==> src/rtl/mem_arb_pkg.sv <==
// Shared types and constants for the memory arbiter: FSM states, port indices, default widths.
package mem_arb_pkg;

  typedef enum logic {
    IDLE   = 1'b0,
    ACCESS = 1'b1
  } state_e;

  localparam logic PORT_D = 1'b0;
  localparam logic PORT_I = 1'b1;

  localparam int DEF_ADDR_W = 32;
  localparam int DEF_DATA_W = 32;

endpackage

==> src/rtl/rr_arb2.sv <==
// Two-way combinational arbiter: round-robin on last_owner, or fixed D priority when prio_mode=1.
// Zero latency; a lone requester always wins, grant is one-hot or zero.
module rr_arb2
  import mem_arb_pkg::*;
(
  input  logic [1:0] req,
  input  logic       last_owner,
  input  logic       prio_mode,
  output logic [1:0] gnt
);

  always_comb begin
    gnt = 2'b00;
    if (req[PORT_D] && req[PORT_I]) begin
      if (prio_mode || (last_owner == PORT_I)) begin
        gnt[PORT_D] = 1'b1;
      end else begin
        gnt[PORT_I] = 1'b1;
      end
    end else begin
      gnt = req;
    end
  end

endmodule

==> src/rtl/mem_arbiter.sv <==
// Arbitrates data and fetch ports onto one single-ported memory; write done at accept+2, read done at accept+RD_LATENCY+1.
// Grants only in IDLE; requesters hold their request until granted, so waiting requests are re-arbitrated on return to IDLE.
module mem_arbiter
  import mem_arb_pkg::*;
#(
  parameter int ADDR_W     = DEF_ADDR_W,
  parameter int DATA_W     = DEF_DATA_W,
  parameter int RD_LATENCY = 1,
  parameter int DATA_PRIO  = 0
) (
  input  logic              clk,
  input  logic              rst_n,
  input  logic              d_req,
  input  logic              d_we,
  input  logic [ADDR_W-1:0] d_addr,
  input  logic [DATA_W-1:0] d_wdata,
  output logic              d_gnt,
  output logic              d_done,
  input  logic              i_req,
  input  logic [ADDR_W-1:0] i_addr,
  output logic              i_gnt,
  output logic              i_done,
  output logic [DATA_W-1:0] rdata,
  output logic [ADDR_W-1:0] address,
  output logic [DATA_W-1:0] write_data,
  output logic              MemWrite,
  output logic              MemRead,
  input  logic [DATA_W-1:0] read_data
);

  localparam int             CNT_W    = 3;
  localparam logic [CNT_W-1:0] CNT_LAST = CNT_W'(RD_LATENCY - 1);

  state_e              state_q, state_d;
  logic [CNT_W-1:0]    cnt_q, cnt_d;
  logic                owner_q, owner_d;
  logic                last_owner_q, last_owner_d;
  logic                we_q, we_d;
  logic [ADDR_W-1:0]   addr_q, addr_d;
  logic [DATA_W-1:0]   wdata_q, wdata_d;
  logic [DATA_W-1:0]   rdata_q, rdata_d;
  logic                d_done_q, d_done_d;
  logic                i_done_q, i_done_d;
  logic [1:0]          arb_gnt;
  logic                idle;

  assign idle = (state_q == IDLE);

  rr_arb2 u_arb (
    .req        ({i_req, d_req}),
    .last_owner (last_owner_q),
    .prio_mode  (DATA_PRIO != 0),
    .gnt        (arb_gnt)
  );

  // Grants are gated by rst_n so they read 0 the instant reset asserts, even with requests held.
  assign d_gnt      = rst_n && idle && arb_gnt[PORT_D];
  assign i_gnt      = rst_n && idle && arb_gnt[PORT_I];
  assign d_done     = d_done_q;
  assign i_done     = i_done_q;
  assign rdata      = rdata_q;
  assign address    = addr_q;
  assign write_data = wdata_q;
  assign MemWrite   = !idle && we_q;
  assign MemRead    = !idle && !we_q;

  always_comb begin
    state_d      = state_q;
    cnt_d        = cnt_q;
    owner_d      = owner_q;
    last_owner_d = last_owner_q;
    we_d         = we_q;
    addr_d       = addr_q;
    wdata_d      = wdata_q;
    rdata_d      = rdata_q;
    d_done_d     = 1'b0;
    i_done_d     = 1'b0;
    case (state_q)
      IDLE: begin
        if (d_gnt || i_gnt) begin
          owner_d      = d_gnt ? PORT_D : PORT_I;
          last_owner_d = owner_d;
          we_d         = d_gnt ? d_we : 1'b0;
          addr_d       = d_gnt ? d_addr : i_addr;
          wdata_d      = d_gnt ? d_wdata : wdata_q;
          cnt_d        = '0;
          state_d      = ACCESS;
        end
      end
      ACCESS: begin
        if (we_q || (cnt_q == CNT_LAST)) begin
          if (!we_q) begin
            rdata_d = read_data;
          end
          state_d  = IDLE;
          d_done_d = (owner_q == PORT_D);
          i_done_d = (owner_q == PORT_I);
        end else begin
          cnt_d = cnt_q + 1'b1;
        end
      end
      default: state_d = IDLE;
    endcase
  end

  always_ff @(posedge clk or negedge rst_n) begin
    if (!rst_n) begin
      state_q      <= IDLE;
      cnt_q        <= '0;
      owner_q      <= PORT_I;
      last_owner_q <= PORT_I;
      we_q         <= 1'b0;
      addr_q       <= '0;
      wdata_q      <= '0;
      rdata_q      <= '0;
      d_done_q     <= 1'b0;
      i_done_q     <= 1'b0;
    end else begin
      state_q      <= state_d;
      cnt_q        <= cnt_d;
      owner_q      <= owner_d;
      last_owner_q <= last_owner_d;
      we_q         <= we_d;
      addr_q       <= addr_d;
      wdata_q      <= wdata_d;
      rdata_q      <= rdata_d;
      d_done_q     <= d_done_d;
      i_done_q     <= i_done_d;
    end
  end

endmodule
==> config.mk <==
export PLATFORM = sky130hd
export DESIGN_NAME = mem_arbiter
export DESIGN_NICKNAME = d
export VERILOG_FILES = /design/src/rtl/mem_arb_pkg.sv /design/src/rtl/rr_arb2.sv /design/src/rtl/mem_arbiter.sv
export SDC_FILE = /design/constraint.sdc
export NUM_CORES = 1
export LEC_CHECK = 0
export BUFFER_PORTS_ARGS = -buffer_cell sky130_fd_sc_hd__buf_4
export CAP_MARGIN = 10
export CORE_MARGIN = 4
export CORE_UTILIZATION = 44
export DETAILED_ROUTE_END_ITERATION = 6
export PLACE_DENSITY = 0.91
export SYNTH_ARGS = -nofsm -noshare
export SYNTH_HDL_FRONTEND = slang
export SYNTH_SLANG_ARGS = --single-unit
==> constraint.sdc <==
create_clock -name clk -period 1.8 [get_ports clk]
set_input_delay 0.36 -clock clk [delete_from_list [all_inputs] [get_ports clk]]
set_output_delay 0.36 -clock clk [all_outputs]
set_load 0.01 [all_outputs]
-- After elaboration in Yosys (flattened, before gate mapping)
Index checks and enable logic that the tools add are counted.
- add/sub/neg operators: 1
- equal/unequal tests: 2
- mux-type cells: 16
- bitwise logic cells: 3
- reduce and logical (&&, ||, !) cells: 14
- operators with widths (kind ; number):
    32-bit two-way mux ; 1
    1-bit two-way mux ; 10
    1-bit logical AND ; 6
    3-bit two-way mux ; 2
    3-bit case mux with 2 select lines ; 1
    3-bit AND reduction ; 2
    2-bit AND reduction ; 2
    3-bit by 1-bit adder with 3-bit output (second input constant) ; 1
    3-bit logical NOT ; 1
    1-bit inverter ; 3
    1-bit logical OR ; 2
    2-bit two-way mux ; 1
    2-bit by 1-bit != test with 1-bit output (second input constant) ; 1
    2-bit != test (second input constant) ; 1
    1-bit case mux with 2 select lines ; 1
    1-bit logical NOT ; 1
- flip-flop bits (word level): 104
- input bits: 133
- output and inout bits: 102

-- Longest topological paths before layout
Gate-level depths: netlist of the first run.
- word-level depth: 6
- gate-level depth with buffers: 7
- depth with buffers taken out: 5

-- By module
A second synthesis of the first run with hierarchy kept.
- cells, all modules: 329
- area, all modules: 4331.7 sq um
- by module, submodules not included (module ; instances ; cells an instance ; area each (sq um) ; seq. area each (sq um)):
    mem_arbiter ; 1 ; 325 ; 4309.1 ; 2603.7
    rr_arb2 ; 1 ; 4 ; 22.5 ; 0.0

-- Least setup slack after synthesis of the first run
Ideal clock, no wire load.
- path kind: register to register
- from: reg cnt_q[0]
- to: reg rdata_q[10] (netlist: rdata[10])
- setup time: 0.125 ns
- arrival: 1.561 ns
- required time: 1.675 ns
- slack: 0.115 ns
- stages on the path, launching flop included: 8
- period minus slack after synthesis: 1.685 ns
- cell sequence: dfrtp_1 > inv_1 > ha_1 > nor2b_1 > nor2b_1 > buf_2 > buf_4 > mux2_2
- cells in the longest elaborated chain, start to end: 3
- ends and longest elaborated chain (item ; line ; source):
    start: declaration ; mem_arbiter.sv:35 ; logic [CNT_W-1:0] cnt_q, cnt_d;
    start signal: assignment ; mem_arbiter.sv:120 ; cnt_q <= cnt_d;
    3-bit logical NOT ; mem_arbiter.sv:91 ; if (we_q || (cnt_q == CNT_LAST)) begin
    1-bit logical OR ; mem_arbiter.sv:91 ;
    3-bit AND reduction (no source line) ; - ;
    end signal: assignment ; mem_arbiter.sv:126 ; rdata_q <= rdata_d;
    end: declaration ; mem_arbiter.sv:41 ; logic [DATA_W-1:0] rdata_q, rdata_d;
No other way between the ends.
A chain may end at the register's enable or synchronous reset.

-- Worst setup path after layout of the first run
- from: reg last_owner_q
- to: out d_gnt
- cells in the longest elaborated chain, start to end: 3
- ends and longest elaborated chain (item ; line ; source):
    start: declaration ; mem_arbiter.sv:37 ; logic last_owner_q, last_owner_d;
    start signal: assignment ; mem_arbiter.sv:122 ; last_owner_q <= last_owner_d;
    1-bit two-way mux ; rr_arb2.sv:15 ; if (prio_mode || (last_owner == PORT_I)) begin
    2-bit two-way mux ; rr_arb2.sv:14 ; if (req[PORT_D] && req[PORT_I]) begin
    1-bit logical AND ; mem_arbiter.sv:57 ; assign d_gnt = rst_n && idle && arb_gnt[PORT_D];
    end: declaration ; mem_arbiter.sv:17 ; output logic d_gnt,
No other way between the ends.

==> results of run 1 <==
-- sequential cells by signal, indices dropped and copies added (netlist names) --
name and cells:
write_data 32, cnt_q 3, rdata 32, last_owner_q 1, state_q 1, i_done 1, we_q 1, d_done 1
address 32
-- per-layer routing --
layer | share of wire | vias to the layer above | routed length [um]
li1 | - | 1548 | -
met2 | 0.52 | 150 | 6399
met1 | 0.39 | 1682 | 4740
met4 | 0.016 | 0 | 195
met5 | 0 | - | 0
met3 | 0.075 | 18 | 918
-- worst paths after layout --
path                                 from             end  slack [ns]  cells after the start
max                          last_owner_q           d_gnt       -0.01                      4
min                                 rst_n          d_done        0.16                      2
max reg2reg                      cnt_q[0]       rdata[27]        0.07                      6
min reg2reg                write_data[21]  write_data[21]        0.50                      1
max in group asynchronous           rst_n       rdata[23]        0.53                      3
min in group clk              d_wdata[19]  write_data[19]        0.22                      2
-- layout by cell type, fill, tap and decap left out, types with 2 or more instances in the layout --
| cell | instances |
|---|---|
| mux2_1 | 9 |
| nor2_1 | 4 |
| clkinv_4 | 3 |
| buf_12 | 3 |
| and2_1 | 2 |
| buf_6 | 3 |
| buf_4 | 246 |
| dfrtp_1 | 103 |
| mux2_2 | 55 |
| inv_8 | 2 |
| clkbuf_8 | 9 |
| o21ai_0 | 3 |
| and3_1 | 32 |
| a221o_1 | 32 |
| ha_1 | 2 |
| inv_1 | 5 |
-- cells by family after synthesis --
group / count (synthesis) / share of synthesized area
buf+inv: 27 / 0.03153
simple gates: 47 / 0.07087
flops: 104 / 0.6249
compound gates: 41 / 0.09370
fa+ha+maj: 2 / 0.006005
mux: 64 / 0.1730
-- critical path: stages, from the launching register on --
cell and delay (ns):
dfstp_2 0.58, inv_2 0.06, a211oi_4 0.23, buf_6 0.14, buf_6 0.09
-- layout make-up --
| cell class | count | area (um^2) | share of cell area |
|---|---|---|---|
| tap | 129 | 161.4 | 0.02512 |
| timing repair buffer | 254 | 1981 | 0.3082 |
| inverter | 6 | 22.52 | 0.003505 |
| clock inverter | 6 | 78.83 | 0.01227 |
| sequential | 104 | 2604 | 0.4052 |
| clock buffer | 9 | 123.9 | 0.01928 |
| multi-input combinational | 154 | 1455 | 0.2264 |
-- timing repair --
action | in CTS | in global routing
gates resized for setup | 5 | 5
pin swaps | 1 | 0
cloned | 0 | 2
setup buffers | 6 | 0
endpoints found under the hold margin | 0 | 0
setup endpoints to repair | 2 | 46
-- power groups by stage --
stage | sequential, mW | clock (mW) | combinational, mW
floorplan | 4.40 | 0 | 1.33
global placement | 4.00 | 0 | 3.93
detailed placement | 4.05 | 0 | 4.08
CTS | 4.02 | 1.52 | 4.12
global route | 4.15 | 1.61 | 4.44
finish | 4.02 | 1.47 | 4.15
-- cells in the mapped netlist, drive strengths merged --
cell type,n
nand2,1
buf,14
mux2,64
nor2,4
o22ai,1
or2,1
ha,2
or4b,1
a221o,32
and2,2
o2bb2ai,1
and3b,1
dfstp,1
clkbuf,7
inv,6
o22a,1
dfrtp,103
nor2b,2
a32o,1
and3,32
o21ai,3
a22o,1
a211oi,1
or3,1
nand2b,2
-- through the flow --
step | utilization | cells | TNS, ns
2_1_floorplan | - | 285 | 0
3_3_place_gp | 0.6616 | 639 | 0
3_5_place_dp | 0.6616 | 639 | 0
4_1_cts | 0.6896 | 660 | -0.01573
5_1_grt | 0.6955 | 662 | -0.1231
6_report | 0.6955 | 662 | -0.01397
==> results.md, run 1 <==
- Layer with the highest usage: met2
- Unrepaired setup endpoints after global routing: yes
- Arrival @ worst endpoint: 1.45 ns
- Int Power: 6.493 mW
- Status: finished with violations
- Clock-pin slew on the worst setup and hold paths: 0.10 ns
- Layout net count: 664
- Ports: 235
- Gr usage total: 0.2144
- Yosys top cell by area: dfrtp_1
- Clock buffer depth: 2
- Worst VDD drop: 0.6744 mV
- #FFs+latches synth: 104
- Hold/Removal Path Class: in2async
- Net Sw Frac: 0.3263
- # DRC: 0
- Via count: 3398
- Dominant cells by area after synthesis: dfrtp_1, mux2_2, a221o_1
- Power per cell area: 1500 nW/um^2
- Final ANT Viol Nets: 0
- # fillers: 684
- Net Sw Power: 3.144 mW
- Tightest Pin Transition: 0.6565 ns
- Routed WL: 12250 um
- DIE AREA: 11090 um^2
- Placer congestion estimate: 0.7986
- WS Path Type: reg2out
- Routed wire per std cell: 18.51 um
- Max_cap viols: 0
- CTS buffer count: 9
- Share of the synthesized area in the top cell type: 0.6186
- Crit path capture type: output pin
- Crit path launch type: flop
- Post-cts hold buffer count: 0
- Vias in the first global route: 3598
- Met3 Resource Use GR: 0.06124
- GR Layer Usage met1: 0.2598
- CTS root buf: clkbuf_8
- Final setup vio count: 1
- Area after DPL: 6113 um^2
- WP data required: 1.44 ns
- First-pass GRT wire length: 18770 um
- Core ar.: 9240 um^2
- Synthesized cell area: 4166 um^2
- Seq/Total Area, Yosys: 0.6249
- Initial Utilization: 0.4509
- Failing checks: negative setup slack
- Logic gate share of total power: 0.431
- Clock power frac: 0.152
- Slew headroom: 0.5623
- Setup WS post-layout: -0.01397 ns
- Final period util: 1.008
- Post-Route Skew: 0.01091 ns
- Clock Latency Late Sink: 0.35 ns
- Detailed Place HPWL: 9335 um
- Critical path peak fanout: 4
- Area delta synth->final: 54.23%
- Largest net degree at the start of global routing: 54
- Unique masters post-synth: 28
- Post-place setup slack: 0.06135 ns
- Net Count, Synth: 420
- Endpoints failing hold: 0
- Grt total ovfl: 0
- Min cycle time layout: 1.814 ns
- Syn. warnings: 0
- Pre-antenna DRT Iters: 4
- Die Ht: 105.3 um
- Fin area: 6426 um^2
- Sequential share of power: 0.417
- Cells after Synth: 285
- GR met2 Demand/Resource: 0.3670
- Vias/cell: 5.133
- Max Slew Vio Count: 0
- WHS: 0.1582 ns
- Die Wd: 105.3 um
- Drt initial violations: 164
- Total chip power: 9.637 mW
- H-tree Lvls: 3
- Share of layout cells above drive strength 1: 0.6266
- FMAX: 551.3 MHz
- Std-Cell Rows: 35
- Avg Cell Area, Syn: 14.62 um^2
- Number of clock sinks: 104
- Antenna violations before repair: 0
- Antenna Cells: 0
- TritonCTS clock tree: yes
- PortBufs: 234
- Pleak: 3.256 nW
No activity file was read; power rests on OpenSTA's default activity.
==> run 2, diff against run 1 <==
Settings changed: RECOVER_POWER from default to 50.
==> results.md, run 2 (synthesized netlist as in run 1, its figures left out) <==
- Status: finished with violations
- Failing checks: negative setup slack
- Most common cell after layout, fill and taps aside: buf_4
- Gr usage total: 0.2144
- Slowest-stage cell, CP: dfstp_2
- Pre-antenna DRT Iters: 4
- Initial Utilization: 0.4509
- Clock-pin slew on the worst setup and hold paths: 0.10 ns
- Pleak: 2.879 nW
- Clock Latency Late Sink: 0.35 ns
- Vias/cell: 5.134
- CTS buffer count: 9
- Crit path top cell by count: buf_6
- Multi-input combinational cell area: 1453 um^2
- Post-Route Skew: 0.009723 ns
- Ports: 235
- Crit-path cells: inv_2 -> a211oi_4 -> buf_6 -> buf_6
- # fillers: 802
- Final TNS setup: -0.007821 ns
- Number of clock sinks: 104
- Antenna violations before repair: 0
- Power per cell area: 1457 nW/um^2
- First-pass GRT wire length: 18770 um
- TritonCTS clock tree: yes
- Core ar.: 9240 um^2
- Std-Cell Rows: 35
- Post-layout util: 0.6542
- Worst VDD drop: 0.5910 mV
- # DRC: 0
- Setup WS post-layout: -0.007821 ns
- H-tree Lvls: 3
- Share of layout cells above drive strength 1: 0.4353
- Final period util: 1.004
- Post-place setup slack: 0.06135 ns
- Drt initial violations: 166
- Most frequent cells in the layout: buf_4, dfrtp_1, clkbuf_1, mux2_2
- Max Slew Vio Count: 0
- Detailed Place HPWL: 9335 um
- Final setup vio count: 1
- Endpoints failing hold: 0
- FMAX: 553.2 MHz
- FF/Latch Area: 2604 um^2
- CTS root buf: clkbuf_8
- Post-cts hold buffer count: 0
- PortBufs: 234
- Via count: 3399
- Crit path capture type: output pin
- Area delta synth->final: 45.08%
- Hold/Removal Path Class: in2reg
- Grt total ovfl: 0
- Die Wd: 105.3 um
- Layout net count: 664
- Max_cap viols: 0
- Crit path launch type: flop
- Tightest Pin Transition: 0.6732 ns
- Critical path peak fanout: 4
- WP data required: 1.44 ns
- Final ANT Viol Nets: 0
- Slew headroom: 0.5512
- Clock buffer depth: 2
- Die Ht: 105.3 um
- WS Path Type: reg2out
- Routed wire per std cell: 18.51 um
- CP peak stage delay: 0.58 ns
- Min cycle time layout: 1.808 ns
- Arrival @ worst endpoint: 1.45 ns
- Routed WL: 12260 um
- DIE AREA: 11090 um^2
- Vias in the first global route: 3598
- Placer congestion estimate: 0.7986
- FF-to-FF setup slack: 0.05 ns
- Total chip power: 8.807 mW
- Unrepaired setup endpoints after global routing: yes
- Antenna Cells: 0
- Largest net degree at the start of global routing: 54
run 2: worst paths after layout:
path                                 from              to  cells after the start
min                           d_wdata[19]  write_data[19]                      2
min reg2reg                write_data[21]  write_data[21]                      1
min in group asynchronous           rst_n          i_done                      2
max reg2reg                      cnt_q[0]       rdata[27]                      6
max                          last_owner_q           d_gnt                      4
max in group asynchronous           rst_n       rdata[16]                      3
run 2: power breakdown:
| group | switching (mW) | internal, mW | leakage [nW] |
|---|---|---|---|
| registers | 0.615 | 3.37 | 1.25 |
| logic | 1.71 | 1.64 | 1.52 |
| clock network | 0.807 | 0.663 | 0.103 |
| total | 3.13 | 5.68 | 2.88 |
run 2: routing by layer:
layer / vias up / GRT usage / wire length [um] / share of wire
met5: - / 0 / 0 / 0
met4: 0 / 0.07216 / 214 / 0.017
met3: 19 / 0.06124 / 822 / 0.067
met2: 153 / 0.3670 / 6358 / 0.52
met1: 1681 / 0.2598 / 4859 / 0.40
li1: 1546 / - / - / -
run 2: cell type report:
type                            count  share of cell area
Inverter                            6            0.003726
Clock inverter                      6             0.01304
Multi-Input combinational cell    154              0.2403
Tap cell                          129             0.02670
Timing Repair Buffer              254              0.2650
Clock buffer                        9             0.02049
Sequential cell                   104              0.4308
run 2: stage by stage:
step                hold WS, ns  area, um^2  instances
floorplan               0.06441        4167        285
global placement         0.4693        6113        639
detailed placement       0.4775        6113        639
CTS                      0.1636        6372        660
global route             0.2018        6045        662
finish                   0.2200        6045        662
run 2: what timing repair did:
action                                  4_1_cts  5_1_grt
gates resized for setup                       5        5
buffers inserted                              6        0
cloned                                        0        2
endpoints found under the setup margin        2       46
pin swaps                                     1        0
run 2: worst max-delay path, delay by kind of cell (launching register included):
kind / cells / cell delay (ns)
flip-flops: 1 / 0.58
buffers and inverters: 3 / 0.29
AO/OA/AOI/OAI: 1 / 0.23
